[src/rtl/updown_counter_mod.sv]
// Modulo-MOD up/down counter with load/clear, wrap-or-saturate boundary and terminal-count flags.
// Latency: q, wrap and ovf update one cycle after the sampled controls; tc and qb are combinational.
// Backpressure: none; every control is sampled on each rising edge (clr > load > en > hold).
module updown_counter_mod #(
    parameter int WIDTH    = 4,
    parameter int MOD      = 16,
    parameter bit SATURATE = 1'b0
) (
    input  logic             clk,
    input  logic             rst,
    input  logic             en,
    input  logic             up_down,
    input  logic             load,
    input  logic [WIDTH-1:0] load_val,
    input  logic             clr,
    output logic [WIDTH-1:0] q,
    output logic [WIDTH-1:0] qb,
    output logic             tc,
    output logic             wrap,
    output logic             ovf
);

    if (WIDTH < 2 || MOD < 2 || MOD > (1 << WIDTH)) begin : g_bad_param
        $error("updown_counter_mod: illegal WIDTH/MOD combination");
    end

    localparam logic [WIDTH-1:0] MAX_V = WIDTH'(MOD - 1);

    logic [WIDTH-1:0] count_q, count_d;
    logic             wrap_q, wrap_d;
    logic             ovf_q, ovf_d;
    logic [WIDTH:0]   nxt_ext;
    logic             at_top, at_bot;

    assign at_top = (count_q == MAX_V);
    assign at_bot = (count_q == '0);

    always_comb begin
        nxt_ext = {1'b0, count_q};
        wrap_d  = 1'b0;
        ovf_d   = ovf_q;
        if (clr) begin
            nxt_ext = '0;
            ovf_d   = 1'b0;
        end else if (load) begin
            nxt_ext = {1'b0, load_val};
        end else if (en) begin
            if (up_down) begin
                if (at_top) begin
                    wrap_d = 1'b1;
                    ovf_d  = 1'b1;
                    if (!SATURATE) nxt_ext = '0;
                end else begin
                    nxt_ext = {1'b0, count_q} + 1'b1;
                end
            end else begin
                if (at_bot) begin
                    wrap_d = 1'b1;
                    ovf_d  = 1'b1;
                    if (!SATURATE) nxt_ext = {1'b0, MAX_V};
                end else begin
                    nxt_ext = {1'b0, count_q} - 1'b1;
                end
            end
        end
        // Single clamp point: covers out-of-range loads and keeps q below MOD.
        count_d = (nxt_ext > {1'b0, MAX_V}) ? MAX_V : nxt_ext[WIDTH-1:0];
    end

    always_ff @(posedge clk or negedge rst) begin
        if (!rst) begin
            count_q <= '0;
            wrap_q  <= 1'b0;
            ovf_q   <= 1'b0;
        end else begin
            count_q <= count_d;
            wrap_q  <= wrap_d;
            ovf_q   <= ovf_d;
        end
    end

    assign q    = count_q;
    assign qb   = ~count_q;
    assign tc   = en & (up_down ? at_top : at_bot);
    assign wrap = wrap_q;
    assign ovf  = ovf_q;

endmodule

[config.mk]
export PLATFORM = sky130hd
export DESIGN_NAME = updown_counter_mod
export DESIGN_NICKNAME = d
export VERILOG_FILES = /design/src/rtl/updown_counter_mod.sv
export SDC_FILE = /design/constraint.sdc
export NUM_CORES = 1
export LEC_CHECK = 0
export BUFFER_PORTS_ARGS = -buffer_cell sky130_fd_sc_hd__buf_2
export CELL_PAD_IN_SITES_DETAIL_PLACEMENT = 0
export CELL_PAD_IN_SITES_GLOBAL_PLACEMENT = 1
export CORE_ASPECT_RATIO = 1.2
export CORE_UTILIZATION = 28
export CTS_BUF_LIST = sky130_fd_sc_hd__clkbuf_16
export DETAILED_ROUTE_END_ITERATION = 10
export PLACE_DENSITY = 0.68
export SLEW_MARGIN = 30
export SYNTH_ARGS = -nofsm -noshare
export SYNTH_HDL_FRONTEND = slang
export SYNTH_SLANG_ARGS = --single-unit
[constraint.sdc]
create_clock -name clk -period 1.8 [get_ports clk]
set_clock_uncertainty 0.2 [all_clocks]
set_input_delay 0.36 -clock clk [delete_from_list [all_inputs] [get_ports clk]]
set_output_delay 0.36 -clock clk [all_outputs]
set_load 0.02 [all_outputs]
==> impl_metrics.tcl, run 1 <==
set metrics [dict create \
    num_io_pins 21 \
    cp_max_fo 2 \
    ff_latch_area_um2 153 \
    synth-seq-area-share 0.323 \
    clockBufferDepth 2 \
    endpoint_kind "primary output" \
    clock-root-buffer "clkbuf_16" \
    synth_top_area_cell "dfrtp_1" \
    required_ps 1240 \
    critical_path_class "reg -> out" \
    insertedDiodeCount 0 \
    area_delta_synth_final_pct 70.9 \
    grt.busiest_layer "met2" \
    pwr-share-clk 0.525 \
    first_pass_iters 3 \
    grt_pass1_wl_um 2020 \
    final_cells 102 \
    overflow 0 \
    maxCapViolations 0 \
    use_met1 0.189 \
    num_vias 472 \
    leakage_nw 0.392 \
    seqPwrFrac 0.215 \
    swShare 0.264 \
    die_w_um 39.2 \
    syn_nets 63 \
    synth_async_sr_flop_share 1.00 \
    finalCriticalPeriod_ps 2150 \
    hpwl_um 1030 \
    ant_nets 0 \
    core-area_um2 1480 \
    final_nets 98 \
    yosysTopAreaCellShare 0.323 \
    violations "setup timing" \
    grt_util_met2 0.310 \
    synth_edf_count 0 \
    synth-seq-cells 6 \
    ys_top_cells_by_area "dfrtp_1 (32%), inv_1 (7.3%), ha_1 (5.4%)" \
    htree_num_levels 1 \
    cts-buffers-inserted 3 \
    clk-insertion-delay-late_ps 230 \
    power.internal_mw 0.522 \
    ys.flop_type "dfrtp_1" \
    setup_ws_ps -347 \
    via_per_inst 4.63 \
    fmax_mhz 466 \
    met3_usage 0.0435 \
    drive_gt1_frac 0.565 \
    initial_core_util 0.313 \
    cts_sinks 6 \
    reg2reg_depth 8 \
    grtUsageTotal 0.175 \
    ys_warn_count 0 \
    worstMarginPinSlew_ps 267 \
    cts_tree "built" \
    initialDrtViolationCount 1 \
    rsz0062_at_grt "true" \
    relSlewSlack 0.821 \
    antenna_found_initial 0 \
    synth_cell_types 28 \
    path_clk_slew_ps 40 \
    wl_per_cell_um 12.6 \
    wl_um 1290 \
    timing.final.max_slew_violations 0 \
    synth_cells 51 \
    grt_max_degree 10 \
    dpl.cell_count 95 \
    synth_area_um2 464 \
    arrival_ps 1590 \
    syn_avg_cell_area_um2 9.10 \
    finalSetupViolations 4 \
    gp_congestion 0.765 \
    ir_worst_vdd_mv 0.852 \
    route.detailed.drc 0 \
    pwr-share-comb 0.260 \
    status "finished, violations left" \
    pre_cts_slack_ps -129 \
    fillers 152 \
    die_h_um 46.6 \
    switching_power_mw 0.187 \
    grt_pass1_vias 433 \
    fin_crit_sh 1.19 \
    hold_viol 0 \
    pwr_density_cell_nw_per_um2 894 \
    rows 15 \
    port_buffers 20 \
    hp-class "in -> reg" \
    cp-start-kind "register" \
    multiInputGateArea_um2 292 \
    die_area_um2 1830 \
    hold-path-cell-count 2 \
]
routing by layer:
metal,part of all wire,vias up
met4,0.018,0
li1,-,247
met3,0.033,2
met1,0.41,211
met5,0,-
met2,0.53,12
area by class of cell:
cell class                      count  share of cell area
Clock inverter                      1             0.00473
Multi-Input combinational cell     33               0.368
Clock buffer                        3              0.0946
Timing Repair Buffer               33               0.265
Inverter                            9              0.0489
Sequential cell                     6               0.192
Tap cell                           17              0.0268
through the flow:
| step | utilization | hold WS, ps | area [um2] | total power [mW] | TNS [ps] |
|---|---|---|---|---|---|
| after floorplan | - | -136 | 484 | 0.257 | -379 |
| after global placement | 0.446 | -14.2 | 661 | 0.323 | -176 |
| after detailed placement | 0.446 | -2.36 | 661 | 0.324 | -229 |
| after CTS | 0.533 | 166 | 791 | 0.719 | -627 |
| after global routing | 0.535 | 173 | 793 | 0.749 | -694 |
| final | 0.535 | 165 | 793 | 0.709 | -530 |
repair_timing:
| item | 4_1_cts | 5_1_grt |
|---|---|---|
| pin swaps | 3 | 3 |
| setup buffers | 2 | 1 |
| gates resized for setup | 6 | 2 |
| hold buffers | 1 | 0 |
| endpoints found under the hold margin | 6 | 0 |
| setup endpoints to repair | 3 | 5 |
flip-flops by register name, indices dropped and copies added, names as in the netlist:
signal	cells
ovf	1
wrap	1
q	4
worst max-delay path: stages (launching register included):
cell and delay [ps]:
dfrtp_2 420, inv_4 70, ha_4 120, or4b_4 460, a21oi_4 150, buf_6 130
layout by cell type, fill, tap and decap left out, drive strengths merged, types with 2 or more instances in the layout:
cell and count:
a21oi 6, a221oi 2, buf 32, clkbuf 3, dfrtp 6, ha 2, inv 10, mux2i 2
nand2b 2, nor2 3, o221ai 2, or4b 2, xnor2 2
cell families (layout without fill, tap and decap cells):
| family | after synthesis | in the layout | synth area share |
|---|---|---|---|
| AO/OA/AOI/OAI | 16 | 16 | 0.267 |
| buffers and inverters | 12 | 46 | 0.116 |
| AND/OR/NAND/NOR | 11 | 11 | 0.159 |
| flip-flops | 6 | 6 | 0.323 |
| adder cells (fa/ha/maj) | 2 | 2 | 0.0539 |
| XOR/XNOR | 2 | 2 | 0.0377 |
| multiplexers | 2 | 2 | 0.0431 |
path summary, 6_finish.rpt:
kind / slack [ps] / endpoint / start
min in group asynchronous: 290 / q[3] / rst
worst min register to register: 310 / ovf / ovf
max in group asynchronous: 950 / q[0] / rst
worst max register to register: -110 / ovf / q[1]
worst max-delay path: -350 / tc / q[1]
worst min-delay path: 160 / ovf / clr
cell usage after synthesis, types with 2 or more instances:
cell      count
o221ai_1      2
a21oi_1       4
xnor2_1       2
dfrtp_1       6
inv_1         9
ha_1          2
nor2_1        3
a221oi_1      2
mux2i_1       2
power by group through the flow:
stage	clock [mW]	combinational (mW)	sequential, mW
after floorplan	0	0.0880	0.169
after global placement	0	0.170	0.153
after detailed placement	0	0.171	0.154
after CTS	0.380	0.186	0.152
after global routing	0.395	0.201	0.153
final	0.372	0.185	0.153
(Power assumes the default switching activity.)
==> run 2: changes to the inputs <==
--- a/config.mk
+++ b/config.mk
@@ -13,6 +13,7 @@
 export CTS_BUF_LIST = sky130_fd_sc_hd__clkbuf_16
 export DETAILED_ROUTE_END_ITERATION = 10
 export PLACE_DENSITY = 0.68
+export RECOVER_POWER = 100
 export SLEW_MARGIN = 30
 export SYNTH_ARGS = -nofsm -noshare
 export SYNTH_HDL_FRONTEND = slang
==> run 2 against run 1 <==
  * The flow still finishes with violations (setup timing)
  * First-iteration DRC count is the same
  * Total power is essentially flat
  * Combinational power is essentially flat
  * Critical endpoint unchanged
==> impl_metrics.tcl, run 2 (same netlist as run 1, synthesis figures left out) <==
set metrics [dict create \
    num_vias 472 \
    wl_um 1300 \
    critical_path.reg2reg.endpoint "ovf" \
    die_w_um 39.2 \
    violations "setup timing" \
    switching_power_mw 0.187 \
    die_area_um2 1830 \
    timing.final.max_slew_violations 0 \
    rsz0062_at_grt "true" \
    gp_congestion 0.765 \
    grt_pass1_wl_um 2020 \
    final_common_cell "buf_2" \
    first_pass_iters 3 \
    critPathSlowestCell "or4b_4" \
    drive_gt1_frac 0.529 \
    relSlewSlack 0.761 \
    finalSetupTns_ps -530 \
    finalCriticalPeriod_ps 2150 \
    grt_pass1_vias 433 \
    path_cells "inv_4 > ha_4 > or4b_4 > a21oi_4 > buf_6" \
    required_ps 1240 \
    area_delta_synth_final_pct 70.1 \
    rrSetupSlack_ps -110 \
    timing.rr.start "q[1]" \
    hp-class "in -> reg" \
    htree_num_levels 1 \
    cts-buffers-inserted 3 \
    min_to "ovf" \
    die_h_um 46.6 \
    cp_max_fo 2 \
    min_from "clr" \
    final_cells 102 \
    power.internal_mw 0.522 \
    leakage_nw 0.380 \
    core-area_um2 1480 \
    critical_path_class "reg -> out" \
    reg2reg_depth 8 \
    initialDrtViolationCount 1 \
    grt_max_degree 10 \
    pwr_density_cell_nw_per_um2 898 \
    hpwl_um 1030 \
    initial_core_util 0.313 \
    grtUsageTotal 0.175 \
    port_buffers 20 \
    ir_worst_vdd_mv 0.851 \
    clk-insertion-delay-late_ps 230 \
    slowest_delay_ps 460 \
    rows 15 \
    whs_ps 165 \
    ant_nets 0 \
    maxCapViolations 0 \
    largest_reg_flops 4 \
    fin_crit_sh 1.19 \
    via_per_inst 4.63 \
    pwr-share-comb 0.260 \
    final_nets 98 \
    clockBufferDepth 2 \
    clock-root-buffer "clkbuf_16" \
    fmax_mhz 466 \
    num_io_pins 21 \
    seqPwrFrac 0.215 \
    setup_ws_ps -347 \
    cp-start-kind "register" \
    insertedDiodeCount 0 \
    pwr-share-clk 0.525 \
    path_clk_slew_ps 40 \
    antenna_found_initial 0 \
    route.detailed.drc 0 \
    worstMarginPinSlew_ps 358 \
    endpoint_kind "primary output" \
    mostFrequentLayoutCells "buf_2 (16), buf_4 (11), inv_1 (8), dfrtp_1 (4)" \
    arrival_ps 1590 \
    crit_start "q[1]" \
    overflow 0 \
    cts_sinks 6 \
    hold-path-cell-count 2 \
    dpl.cell_count 95 \
    status "finished, violations left" \
    finalSetupViolations 4 \
    wl_per_cell_um 12.7 \
    hold_viol 0 \
    cts_tree "built" \
    swShare 0.264 \
]
[run 2: worst max-delay path: cells and delay by family (launching register included)]
kind	cells	cell delay [ps]
adder cells (fa/ha/maj)	1	120
buffers and inverters	2	200
flip-flops	1	420
AO/OA/AOI/OAI	1	150
AND/OR/NAND/NOR	1	460
[run 2: worst max-delay path by stage]
| stage | slack (ps) | cells after the start | to |
|---|---|---|---|
| global placement | -100 | 5 | tc |
| global route | -380 | 5 | tc |
| finish | -350 | 5 | tc |
| CTS | -350 | 5 | tc |
| floorplan | -190 | 4 | tc |
| detailed placement | -130 | 5 | tc |
[run 2: metrics by stage]
step	total power, mW	area, um2	setup WS (ps)	utilization
6_report	0.709	790	-347	0.532
5_1_grt	0.749	790	-381	0.532
4_1_cts	0.719	791	-348	0.533
3_5_place_dp	0.324	661	-129	0.446
3_3_place_gp	0.323	661	-104	0.446
2_1_floorplan	0.257	484	-191	-
[run 2: per-layer routing]
layer | GRT usage | up-vias | wire, um
met1 | 0.189 | 211 | 541
met5 | 0 | - | 0
met3 | 0.0435 | 2 | 42
li1 | - | 247 | -
met2 | 0.310 | 12 | 690
met4 | 0.0828 | 0 | 23
[run 2: layout make-up]
| class | instances | area [um2] |
|---|---|---|
| flip-flops and latches | 6 | 153 |
| repair buffers | 33 | 206 |
| fillers | 152 | 693 |
| multi-input cells | 33 | 292 |
| inverters | 9 | 38.8 |
| clock buffers | 3 | 75.1 |
| well taps | 17 | 21.3 |
| clock inverters | 1 | 3.75 |
[run 2: power by group through the flow]
| stage | Combinational (mW) | Sequential (mW) | Clock, mW |
|---|---|---|---|
| finish | 0.184 | 0.153 | 0.372 |
| global route | 0.200 | 0.153 | 0.395 |
| CTS | 0.186 | 0.152 | 0.380 |
| detailed placement | 0.171 | 0.154 | 0 |
| global placement | 0.170 | 0.153 | 0 |
| floorplan | 0.0880 | 0.169 | 0 |
[run 2: timing repair]
action	CTS	global route
pin swaps	3	3
resized for setup	6	2
buffers inserted	2	1
hold buffers	1	0
endpoints found under the setup margin	3	5
hold endpoints to repair	6	0
